### config.mk
export PLATFORM = sky130hd
export DESIGN_NAME = mem_bus_ctrl
export DESIGN_NICKNAME = d
export VERILOG_FILES = /design/src/rtl/mem_bus_ctrl.sv
export SDC_FILE = /design/constraint.sdc
export NUM_CORES = 1
export LEC_CHECK = 0
export ABC_AREA = 1
export CORE_MARGIN = 4
export CORE_UTILIZATION = 50
export DETAILED_ROUTE_END_ITERATION = 16
export PLACE_DENSITY = 0.86
export SLEW_MARGIN = 25
export SYNTH_ARGS = -nofsm -noshare
export SYNTH_HDL_FRONTEND = slang
export SYNTH_SLANG_ARGS = --single-unit
### constraint.sdc
create_clock -name iClk -period 3.25 [get_ports iClk]
set_input_delay 0.325 -clock iClk [delete_from_list [all_inputs] [get_ports iClk]]
set_output_delay 0.325 -clock iClk [all_outputs]
set_load 0.01 [all_outputs]
### src/rtl/mem_bus_ctrl.sv
// Memory bus controller: turns level read/write requests into a strobe/ack bus transaction,
// holds the last read word and stalls the control unit through oRdy until the bus completes.
module mem_bus_ctrl #(
  parameter int unsigned TIMEOUT = 255
) (
  input  logic        iClk,
  input  logic        nRst,
  input  logic        iRd,
  input  logic        iWr,
  input  logic [31:0] iAddr,
  input  logic [31:0] iWrData,
  output logic        oRdy,
  output logic [31:0] oData,
  output logic        oErr,
  output logic [31:0] oMemAddr,
  output logic [31:0] oMemWrData,
  output logic        oMemRd,
  output logic        oMemWr,
  input  logic        iMemAck,
  input  logic [31:0] iMemRdData
);

  typedef enum logic [1:0] {StIdle, StRdWait, StWrWait, StDone} state_e;

  state_e      r_state, w_state_d;
  logic [31:0] r_cnt, w_cnt_d;
  logic [31:0] r_data, w_data_d;
  logic        r_err, w_err_d;
  logic [31:0] r_addr, w_addr_d;
  logic [31:0] r_wdata, w_wdata_d;
  logic        r_rd, w_rd_d;
  logic        r_wr, w_wr_d;
  logic        w_timeout;

  // The timeout fires on the edge that would end the TIMEOUT-th wait cycle.
  assign w_timeout = (TIMEOUT != 0) && (r_cnt == TIMEOUT - 32'd1);

  always_ff @(posedge iClk or negedge nRst) begin
    if (!nRst) begin
      r_state <= StIdle;
      r_cnt   <= '0;
      r_data  <= '0;
      r_err   <= 1'b0;
      r_addr  <= '0;
      r_wdata <= '0;
      r_rd    <= 1'b0;
      r_wr    <= 1'b0;
    end else begin
      r_state <= w_state_d;
      r_cnt   <= w_cnt_d;
      r_data  <= w_data_d;
      r_err   <= w_err_d;
      r_addr  <= w_addr_d;
      r_wdata <= w_wdata_d;
      r_rd    <= w_rd_d;
      r_wr    <= w_wr_d;
    end
  end

  always_comb begin
    w_state_d = r_state;
    w_cnt_d   = r_cnt;
    w_data_d  = r_data;
    w_err_d   = r_err;
    w_addr_d  = r_addr;
    w_wdata_d = r_wdata;
    w_rd_d    = r_rd;
    w_wr_d    = r_wr;
    unique case (r_state)
      StIdle: begin
        // Write wins when both requests are raised together.
        if (iWr) begin
          w_addr_d  = iAddr;
          w_wdata_d = iWrData;
          w_wr_d    = 1'b1;
          w_err_d   = 1'b0;
          w_cnt_d   = '0;
          w_state_d = StWrWait;
        end else if (iRd) begin
          w_addr_d  = iAddr;
          w_rd_d    = 1'b1;
          w_err_d   = 1'b0;
          w_cnt_d   = '0;
          w_state_d = StRdWait;
        end
      end
      StRdWait: begin
        if (iMemAck) begin
          w_data_d  = iMemRdData;
          w_rd_d    = 1'b0;
          w_state_d = StDone;
        end else if (w_timeout) begin
          w_data_d  = 32'hFFFF_FFFF;
          w_err_d   = 1'b1;
          w_rd_d    = 1'b0;
          w_state_d = StDone;
        end else begin
          w_cnt_d = r_cnt + 32'd1;
        end
      end
      StWrWait: begin
        if (iMemAck) begin
          w_wr_d    = 1'b0;
          w_state_d = StDone;
        end else if (w_timeout) begin
          w_err_d   = 1'b1;
          w_wr_d    = 1'b0;
          w_state_d = StDone;
        end else begin
          w_cnt_d = r_cnt + 32'd1;
        end
      end
      StDone: begin
        w_state_d = StIdle;
      end
      default: begin
        w_state_d = StIdle;
      end
    endcase
  end

  assign oRdy       = ((r_state == StIdle) && !iRd && !iWr) || (r_state == StDone);
  assign oData      = r_data;
  assign oErr       = r_err;
  assign oMemAddr   = r_addr;
  assign oMemWrData = r_wdata;
  assign oMemRd     = r_rd;
  assign oMemWr     = r_wr;

endmodule

==> results.sh <==
export IMPL_path_clk_slew_ns=0.06
export IMPL_status="complete, no violations"
export IMPL_htreeDepth=4
export IMPL_wirelength_um=17300
export IMPL_worstReg2RegStart="r_state[1]$_DFFE_PN0P_"
export IMPL_seq_area_frac_synth=0.537
export IMPL_setup_ws_ns=0.590
export IMPL_drive_gt1_frac=0.0607
export IMPL_grt_pass1_wl_um=28100
export IMPL_holdBufCountCts=0
export IMPL_grt_pass1_vias=5543
export IMPL_io_buffers=200
export IMPL_fp_dieW_um=119
export IMPL_ctsResizeCount=0
export IMPL_dp_cells=1125
export IMPL_die_h_um=119
export IMPL_grt_setup_unrepaired="no"
export IMPL_vdd_drop_max_mv=0.515
export IMPL_cts_tree="yes"
export IMPL_syn_to_final_growth_pct=43.6
export IMPL_fill_cells=829
export IMPL_cts_setup_buffers=0
export IMPL_synth_seq_cells=133
export IMPL_p_clk_frac=0.241
export IMPL_overflow=0
export IMPL_synthesis_nets=885
export IMPL_yosys_area_top_type_share=0.537
export IMPL_diodes=0
export IMPL_p_leak_nw=4.26
export IMPL_period_needed_ns=2.66
export IMPL_p_per_area_mw_per_mm2=876
export IMPL_synth_flop_cell="dfrtp_1"
export IMPL_reg2reg_slack_ns=0.87
export IMPL_cts_sinks=133
export IMPL_async_reset_ff_frac=1.00
export IMPL_drv_cap=0
export IMPL_drc_errors=0
export IMPL_period_share=0.818
export IMPL_synth_distinct_cells=33
export IMPL_total_power_mw=7.80
export IMPL_viasPerCell=5.01
export IMPL_num_vias=5791
export IMPL_antenna_found_initial=0
export IMPL_final_nets=1084
export IMPL_worstSetupStartpointType="register"
export IMPL_synth_edf_count=0
export IMPL_gp_congestion=0.894
export IMPL_drt_iter0_markers=514
export IMPL_rows=40
export IMPL_io_pins=201
export IMPL_netlist_area_mm2=0.00620
export IMPL_path_max_fanout=6
export IMPL_syn_instance_count=777
export IMPL_initial_core_util=0.514
export IMPL_slew_headroom=0.433
export IMPL_cts_buffers=17
export IMPL_gr_usage_all_layers=0.245
export IMPL_core_area_mm2=0.0121
export IMPL_internal_power_mw=5.00
export IMPL_tightest_slew_ns=0.851
export IMPL_required_ns=2.92
export IMPL_hp_class="in -> async"
export IMPL_drt_antenna_violating_nets=0
export IMPL_setup_viol=0
export IMPL_slew_violations=0
export IMPL_clock_skew_ns=0.00817
export IMPL_wl_per_cell_um=14.9
export IMPL_grt_max_degree=111
export IMPL_final_cell_mix="306 x nand2_1, 199 x clkdlybuf4s50_1, 133 x dfrtp_1"
export IMPL_clock_path_buffers=2
export IMPL_fmax_mhz=376
export IMPL_comb_power_share=0.424
export IMPL_cp_end_kind="output port"
export IMPL_finalNonFillerCells=1157
export IMPL_syn_avg_cell_area_um2=7.98
export IMPL_switching_share=0.359
export IMPL_dr_pass1_iters=5
export IMPL_reg2reg_depth=8
export IMPL_crit_arrival_ns=2.33
export IMPL_crit_end="oRdy"
export IMPL_dp_hpwl_um=11500
export IMPL_place_ws_ns=1.00
export IMPL_hold_viol=0
export IMPL_fp_dieArea_mm2=0.0142
export IMPL_fin_setup_tns_ns=0
export IMPL_startpoint="r_state[1]$_DFFE_PN0P_"
export IMPL_cts_root_buffer="clkbuf_16"
export IMPL_p_sw_mw=2.80
export IMPL_yosys_warnings=0
export IMPL_netlist_top_cells_area="dfrtp_1 54%, nand2_1 19%, nor2_1 5.1%"
export IMPL_path_class="reg -> out"
export IMPL_layout_commonest_cell="nand2_1"
export IMPL_clk_latency_ns=0.42
export IMPL_yosys_area_top_type="dfrtp_1"
export IMPL_r2r_end="r_cnt[22]$_DFFE_PN0P_"
export IMPL_p_seq_frac=0.335
-- critical path, cell delays in order (launching register included) --
cell             delay (ns)
dfrtp_1                0.41
inv_1                  0.13
ha_1                   0.35
inv_1                  0.10
nor3_1                 0.22
or2_2                  0.16
clkdlybuf4s50_1        0.56
-- logic make-up after synthesis --
group,share of synthesized area
and+or+nand+nor,0.292
DFF,0.537
buffers and inverters,0.0652
AOI/OAI and AO/OA,0.0634
xor gates and xnor gates,0.0283
adders and majority gates,0.0141
-- cells in the mapped netlist, types with 4 or more instances --
library cell	n
a21oi_1	36
buf_2	5
buf_6	4
clkbuf_1	13
dfrtp_1	133
ha_1	7
inv_1	70
nand2_1	307
nand2_2	5
nand3_1	17
nand4_1	9
nor2_1	84
nor2_2	4
nor3_1	13
o21ai_0	11
o21ai_1	15
xnor2_1	7
xor2_1	13
-- power by group through the flow --
| stage | combinational [mW] | sequential, mW | clock, mW |
|---|---|---|---|
| after CTS | 3.33 | 2.61 | 1.89 |
| after global routing | 3.61 | 2.69 | 1.98 |
| after floorplan | 1.37 | 2.88 | 0 |
| after global placement | 3.22 | 2.59 | 0 |
| final | 3.31 | 2.61 | 1.88 |
| after detailed placement | 3.27 | 2.61 | 0 |
-- layout make-up --
class,count,area [um^2],area share
inverter,73,274,0.0308
tap,168,210,0.0236
multi-input combinational,546,2470,0.277
timing repair buffer,205,2040,0.229
sequential,133,3330,0.374
clock buffer,23,478,0.0537
clock inverter,9,101,0.0114
-- how the worst min path moves through the flow --
stage / endpoint / slack (ns) / depth (start not counted)
after floorplan: oData[0]$_DFFE_PN0P_ / 0.03 / 0
after global placement: oMemAddr[30]$_DFFE_PN0P_ / 0.45 / 2
after detailed placement: oMemAddr[15]$_DFFE_PN0P_ / 0.46 / 2
after CTS: r_cnt[15]$_DFFE_PN0P_ / 0.1 / 1
after global routing: r_cnt[15]$_DFFE_PN0P_ / 0.10 / 1
final: r_cnt[15]$_DFFE_PN0P_ / 0.03 / 1
-- metrics by stage --
stage / cell area (um^2) / util / hold slack [ns]
finish: 8900 / 0.738 / 0.0274
global route: 8900 / 0.738 / 0.103
CTS: 8900 / 0.738 / 0.0970
detailed placement: 8320 / 0.690 / 0.457
global placement: 8320 / 0.690 / 0.452
floorplan: 6200 / - / 0.0294
-- registers in the layout, indices dropped and copies added (netlist names) --
name	flops
oMemRd	1
oData	32
r_state	2
oErr	1
oMemWrData	32
r_cnt	32
oMemAddr	32
oMemWr	1
-- routing by layer --
| metal | wire [um] | GRT usage | part of all wire | vias to the layer above |
|---|---|---|---|---|
| met2 | 8490 | 0.405 | 0.49 | 215 |
| li1 | - | - | - | 2797 |
| met4 | 472 | 0.0816 | 0.027 | 0 |
| met1 | 7160 | 0.313 | 0.41 | 2742 |
| met5 | 0 | 0 | 0 | - |
| met3 | 1160 | 0.0679 | 0.067 | 37 |
Power figures use the tool's default switching activity.
